### src/rtl/pipelined_right_shifter.sv
// ---------------------------------------------------------------------------
// pipelined_right_shifter
//   5-stage pipelined 32-bit right barrel shifter / rotator.
//   Stage k applies a right shift of 2^k when sel[k] is set. The fill bits
//   depend on mode:
//     00 logical  - zero fill
//     01 arith    - copies of the operand's bit 31
//     10 rotate   - bits leaving bit 0 re-enter at bit 31
//     11 reserved - treated as logical
//   Handshake: valid/ready on both ends. A single global stall
//   (out_valid & ~out_ready) freezes every stage, bubbles included.
//
// Ports
//   clock      rising-edge clock
//   resetn     asynchronous active-low reset
//   in_valid   input sample valid
//   in_ready   block can accept a sample this cycle
//   a          data to shift
//   sel        shift amount 0..31
//   mode       shift mode (see above)
//   out_valid  b holds a result
//   out_ready  downstream accepts b this cycle
//   b          shifted result
// ---------------------------------------------------------------------------

// One pipeline stage: registers data, sel, mode and valid, applying the
// 2^K shift selected by sel_in[K] on the way in.
module pipelined_right_shifter_stage #(
    parameter int WIDTH = 32,
    parameter int SHW   = 5,
    parameter int K     = 0
) (
    input  logic             clock,
    input  logic             resetn,
    input  logic             adv,       // pipeline advances this cycle
    input  logic             load,      // capture payload (S0: only for real samples)
    input  logic             vld_in,
    input  logic [WIDTH-1:0] data_in,
    input  logic [SHW-1:0]   sel_in,
    input  logic [1:0]       mode_in,
    output logic             vld_out,
    output logic [WIDTH-1:0] data_out,
    output logic [SHW-1:0]   sel_out,
    output logic [1:0]       mode_out
);
    localparam int SH = 1 << K;

    logic [WIDTH-1:0] shifted;

    // Arithmetic fill uses data_in[WIDTH-1]: earlier arithmetic stages never
    // change the top bit, so it is still the original operand's sign.
    always_comb begin
        shifted = data_in;
        if (sel_in[K]) begin
            case (mode_in)
                2'b01:   shifted = $signed(data_in) >>> SH;
                2'b10:   shifted = {data_in[SH-1:0], data_in[WIDTH-1:SH]};
                default: shifted = data_in >> SH;
            endcase
        end
    end

    always_ff @(posedge clock or negedge resetn) begin
        if (!resetn) begin
            vld_out  <= 1'b0;
            data_out <= '0;
            sel_out  <= '0;
            mode_out <= '0;
        end else if (adv) begin
            vld_out <= vld_in;
            // Bubbles entering S0 hold the old payload so the data stays deterministic.
            if (load) begin
                data_out <= shifted;
                sel_out  <= sel_in;
                mode_out <= mode_in;
            end
        end
    end
endmodule

module pipelined_right_shifter #(
    parameter int WIDTH = 32,
    parameter int SHW   = 5
) (
    input  logic             clock,
    input  logic             resetn,
    input  logic             in_valid,
    output logic             in_ready,
    input  logic [WIDTH-1:0] a,
    input  logic [SHW-1:0]   sel,
    input  logic [1:0]       mode,
    output logic             out_valid,
    input  logic             out_ready,
    output logic [WIDTH-1:0] b
);
    localparam int STAGES = SHW;

    // Index 0 is the input port, index k+1 is the output of stage k.
    logic [STAGES:0]            vld_pipe;
    logic [STAGES:0][WIDTH-1:0] data_pipe;
    logic [STAGES:0][SHW-1:0]   sel_pipe;
    logic [STAGES:0][1:0]       mode_pipe;

    logic stall;
    logic adv;

    assign stall    = vld_pipe[STAGES] & ~out_ready;
    assign adv      = ~stall;
    assign in_ready = adv;

    assign vld_pipe[0]  = in_valid;
    assign data_pipe[0] = a;
    assign sel_pipe[0]  = sel;
    assign mode_pipe[0] = mode;

    generate
        for (genvar k = 0; k < STAGES; k++) begin : g_stage
            pipelined_right_shifter_stage #(
                .WIDTH (WIDTH),
                .SHW   (SHW),
                .K     (k)
            ) u_stage (
                .clock    (clock),
                .resetn   (resetn),
                .adv      (adv),
                .load     ((k == 0) ? in_valid : 1'b1),
                .vld_in   (vld_pipe[k]),
                .data_in  (data_pipe[k]),
                .sel_in   (sel_pipe[k]),
                .mode_in  (mode_pipe[k]),
                .vld_out  (vld_pipe[k+1]),
                .data_out (data_pipe[k+1]),
                .sel_out  (sel_pipe[k+1]),
                .mode_out (mode_pipe[k+1])
            );
        end
    endgenerate

    assign out_valid = vld_pipe[STAGES];
    assign b         = data_pipe[STAGES];

    // The last stage's sel/mode copies have no consumer.
    logic unused_tail;
    assign unused_tail = ^{sel_pipe[STAGES], mode_pipe[STAGES]};
endmodule

### config.mk
export PLATFORM = sky130hd
export DESIGN_NAME = pipelined_right_shifter
export DESIGN_NICKNAME = d
export VERILOG_FILES = /design/src/rtl/pipelined_right_shifter.sv
export SDC_FILE = /design/constraint.sdc
export NUM_CORES = 1
export LEC_CHECK = 0
export CAP_MARGIN = 30
export CORE_UTILIZATION = 40
export CTS_BUF_LIST = sky130_fd_sc_hd__clkbuf_8
export DETAILED_ROUTE_END_ITERATION = 16
export PLACE_DENSITY_LB_ADDON = 0.25
export SYNTH_ARGS = -nofsm -noshare
export SYNTH_HDL_FRONTEND = slang
export SYNTH_HIERARCHICAL = 1
export SYNTH_SLANG_ARGS = --single-unit
### constraint.sdc
create_clock -name clock -period 3.4 [get_ports clock]
set_input_delay 0.85 -clock clock [delete_from_list [all_inputs] [get_ports clock]]
set_output_delay 0.85 -clock clock [all_outputs]
set_load 0.05 [all_outputs]
**Word level (Yosys, flattened, before mapping)**

Index checks and enable logic that the tools add are counted.

- Flip-flop bits (word level): 193
- Input bits: 43
- Output and inout bits: 34

- Eq/ne operators: 10
- Multiplexer cells: 10
- Bitwise gates (word level): 3
- Reduce and logical (&&, ||, !) cells: 1

Operators with widths:

| cell | count |
|---|---|
| 32-bit case mux with 2 select lines | 5 |
| 32-bit two-way mux | 5 |
| 2-bit by 1-bit equality test with 1-bit output, second input constant | 5 |
| 2-bit equality test, second input constant | 5 |
| 1-bit NOT | 2 |
| 2-bit AND reduction | 1 |
| 1-bit bitwise AND | 1 |

**Depth between registers and ports, before layout**

- Depth in word-level cells: 4
- Mapped depth: 7
- Depth with buffers taken out: 5

**By module**

The synthesis kept the hierarchy.

Modules (own cells, without submodules):

| module | instances | cells an instance | area an instance (sq um) | seq. area each (sq um) |
|---|---|---|---|---|
| pipelined_right_shifter_stage at g_stage[2].u_stage | 1 | 170 | 2188.3 | 1001.0 |
| pipelined_right_shifter_stage at g_stage[4].u_stage | 1 | 191 | 2160.8 | 1001.0 |
| pipelined_right_shifter_stage at g_stage[3].u_stage | 1 | 178 | 2028.2 | 1001.0 |
| pipelined_right_shifter_stage at g_stage[1].u_stage | 1 | 166 | 1871.8 | 1001.0 |
| pipelined_right_shifter_stage at g_stage[0].u_stage | 1 | 163 | 1859.3 | 1001.0 |
| pipelined_right_shifter | 1 | 2 | 10.0 | 0.0 |

**Least setup slack after synthesis**

No wires, ideal clock.

- Path kind: in2reg
- From: input out_ready
- To: register, netlist name g_stage[4].u_stage/sel_out[1]
- Arrival: 2328 ps
- Data required time: 3275 ps
- Setup slack: 947 ps
- Cell stages on the path: 6
- Buffers on the path: 3
- Cells stage by stage: nand2b_1 -> buf_6 -> and2_4 -> buf_6 -> buf_6 -> mux2_4

RTL lines:

| what | RTL line | text |
|---|---|---|
| start: declaration | 93 | `input logic out_ready,` |

**Worst setup path after layout**

- From: input out_ready
- To: output in_ready

- Longest elaborated chain between the ends: 3

Ends and longest elaborated chain:

| what | RTL line | text |
|---|---|---|
| 1-bit NOT | 107 | `assign stall = vld_pipe[STAGES] & ~out_ready;` |
| 1-bit bitwise AND | 107 |  |
| 1-bit NOT (no line) | -- |  |
| end: declaration | 88 | `output logic in_ready,` |

Every way passes these cells.

==> impl_metrics.yaml <==
outcome:
  run_status: "finished clean"
grt:
  grt_first_pass_wirelength_um: 33700
  pin_count_of_the_biggest_net_entering_global_routing: 58
  first_global_vias: 6271
  gr_util_all_layers: 0.176
  grt_antenna_before_repair: 0
  use_met2: 0.268
  globalRouteOverflowTotal: 0
  grt_util_met3: 0.0339
  grtUsageMet1: 0.249
  global_route.peak_usage_layer: "met2"
setup_path:
  endpoint_kind: "primary output"
  timing_worst_setup_path_type: "input pin to primary output"
  cp.required_ps: 2550
  worstPathArrival_ps: 1830
  crit_path_max_fanout: 28
  worst_setup_path_start_kind: "input pin"
  crit_path_cell_trace: "clkdlybuf4s50_1 > nand2b_4 > buf_12"
  setup.reg_to_reg.worst_slack_ps: 1480
  crit_buf_inv: 2
  critical_path.top_delay_family: "buffers and inverters"
  critPathSlowestCell: "sky130_fd_sc_hd__clkdlybuf4s50_1"
  critical-path-max-stage-delay_ps: 450
cells_and_area:
  antenna_cells: 0
  postLayoutCoreUtil: 0.465
  sequential_cell_area_um2: 4580
  design.final.nets: 924
  final_design_area_no_fill_um2: 10700
  final_cell_mix: "sky130_fd_sc_hd__dfrtp_1, sky130_fd_sc_hd__a21oi_1, sky130_fd_sc_hd__mux2i_1"
  multi_input_area_um2: 4300
  layout-drive-gt1-share: 0.147
  fin_cells: 1197
  layout-area-overhead-vs-synth_pct: 12.6
  final_common_cell: "sky130_fd_sc_hd__dfrtp_1"
  fillerInstances: 2211
pwr:
  pwr-share-comb: 0.440
  cellInternalPower_mw: 5.56
  net-switching-power_mw: 4.02
  total_power_mw: 9.58
  power.switching_fraction: 0.420
  cellPowerDensity_nw_per_um2: 898
  power.leakage_nw: 4.41
  ir_drop_uv: 305
  pwr-share-seq: 0.403
  power.clock.fraction: 0.158
place:
  number_of_cells_in_the_design_after_placement: 1165
  place.gp.congestion: 0.797
  numPortBuffers: 76
  dp_hpwl_um: 13900
  placed_area_um2: 10300
  dpl_worst_slack_ps: 569
sta:
  finalMaxSlewViolations: 0
  final_period_minus_worst_setup_slack_ps: 2680
  min_period_over_period: 0.789
  fin_worst_skew_ps: 10.7
  setup_viol: 0
  final-hold-violation-count: 0
  highest_clock_rate_mhz: 373
  rsz0062_at_grt: "no"
  relSlewSlack: 0.462
  timing_worst_slew_pin_value_ps: 808
  timing.setup.tns_ps: 0
  final.setup.worst_slack_ps: 718
  worst_hold_slack_ps: 327
die:
  dieArea_um2: 24300
  start_util: 0.413
  floorplan_die_width_um: 156
  die_h_um: 156
  design.core.area_um2: 22900
  rows: 55
  ios: 77
routing:
  viasPerCell: 5.23
  wl_per_cell_um: 16.7
  drc: 0
  first_iter_violations: 333
  wirelength_um: 20000
  num_vias: 6262
  firstDrtPassIters: 4
  drtAntennaViolNets: 0
cts:
  worst_setup_hold_path_clk_slew_ps: 90
  clockBufferDepth: 2
  post_cts_hold_buffer_count: 0
  clock_network_latency_to_the_later_pin_of_the_worst_skew_pair_ps: 470
  cts_post_setup_buffers_inserted: 0
  cts_max_level: 4
  cts_sinks: 183
  cts-resized-gates: 0
  clock_tree_from_tritoncts: "built"
  cts_inserted_buffers: 17
  root_buffer: "sky130_fd_sc_hd__clkbuf_8"
job:
  max-cap-violations: 0
yosys:
  synth_cell_area_um2: 9470
  synth_warnings: 6
  synth_cells: 836
  post_synth.cell_area_avg_um2: 11.3
min_path:
  min-delay-path-class: "input pin to async pin"
metal layers:
layer  wire (µm)  share of wire
met1        9970           0.50
met2        9110           0.46
met3         615          0.031
met4         327          0.016
met5           0              0
registers in the layout, summed over array words and instances (netlist names):
| name | flops |
|---|---|
| g_stage.u_stage/sel_out | 10 |
| g_stage.u_stage/data_out | 160 |
| g_stage.u_stage/mode_out | 8 |
| g_stage.u_stage/vld_out | 5 |
power by group through the flow:
| stage | combinational (mW) | sequential [mW] | clock (mW) |
|---|---|---|---|
| 2_1_floorplan | 2.88 | 4.12 | 0 |
| 3_3_place_gp | 4.07 | 3.92 | 0 |
| 3_5_place_dp | 4.20 | 3.91 | 0 |
| 4_1_cts | 4.22 | 3.86 | 1.55 |
| 5_1_grt | 4.60 | 3.99 | 1.62 |
| 6_report | 4.21 | 3.86 | 1.51 |
final timing paths:
check,startpoint,end,depth (start not counted)
setup / recovery,out_ready,in_ready,3
hold / removal,resetn,g_stage[4].u_stage/vld_out,1
setup reg to reg,g_stage[4].u_stage/vld_out,g_stage[3].u_stage/data_out[26],4
hold reg to reg,g_stage[3].u_stage/vld_out,g_stage[3].u_stage/vld_out,1
max in group asynchronous,resetn,g_stage[1].u_stage/data_out[2],2
min in group clock,g_stage[3].u_stage/vld_out,g_stage[3].u_stage/vld_out,1
layout make-up:
type | count | share of cell area
well taps | 313 | 0.0367
multi-input cells | 565 | 0.403
clock inverters | 15 | 0.0157
flip-flops and latches | 183 | 0.430
inverters | 11 | 0.00387
clock buffers | 17 | 0.0219
repair buffers | 93 | 0.0893
No activity file was read; power rests on OpenSTA's default activity.
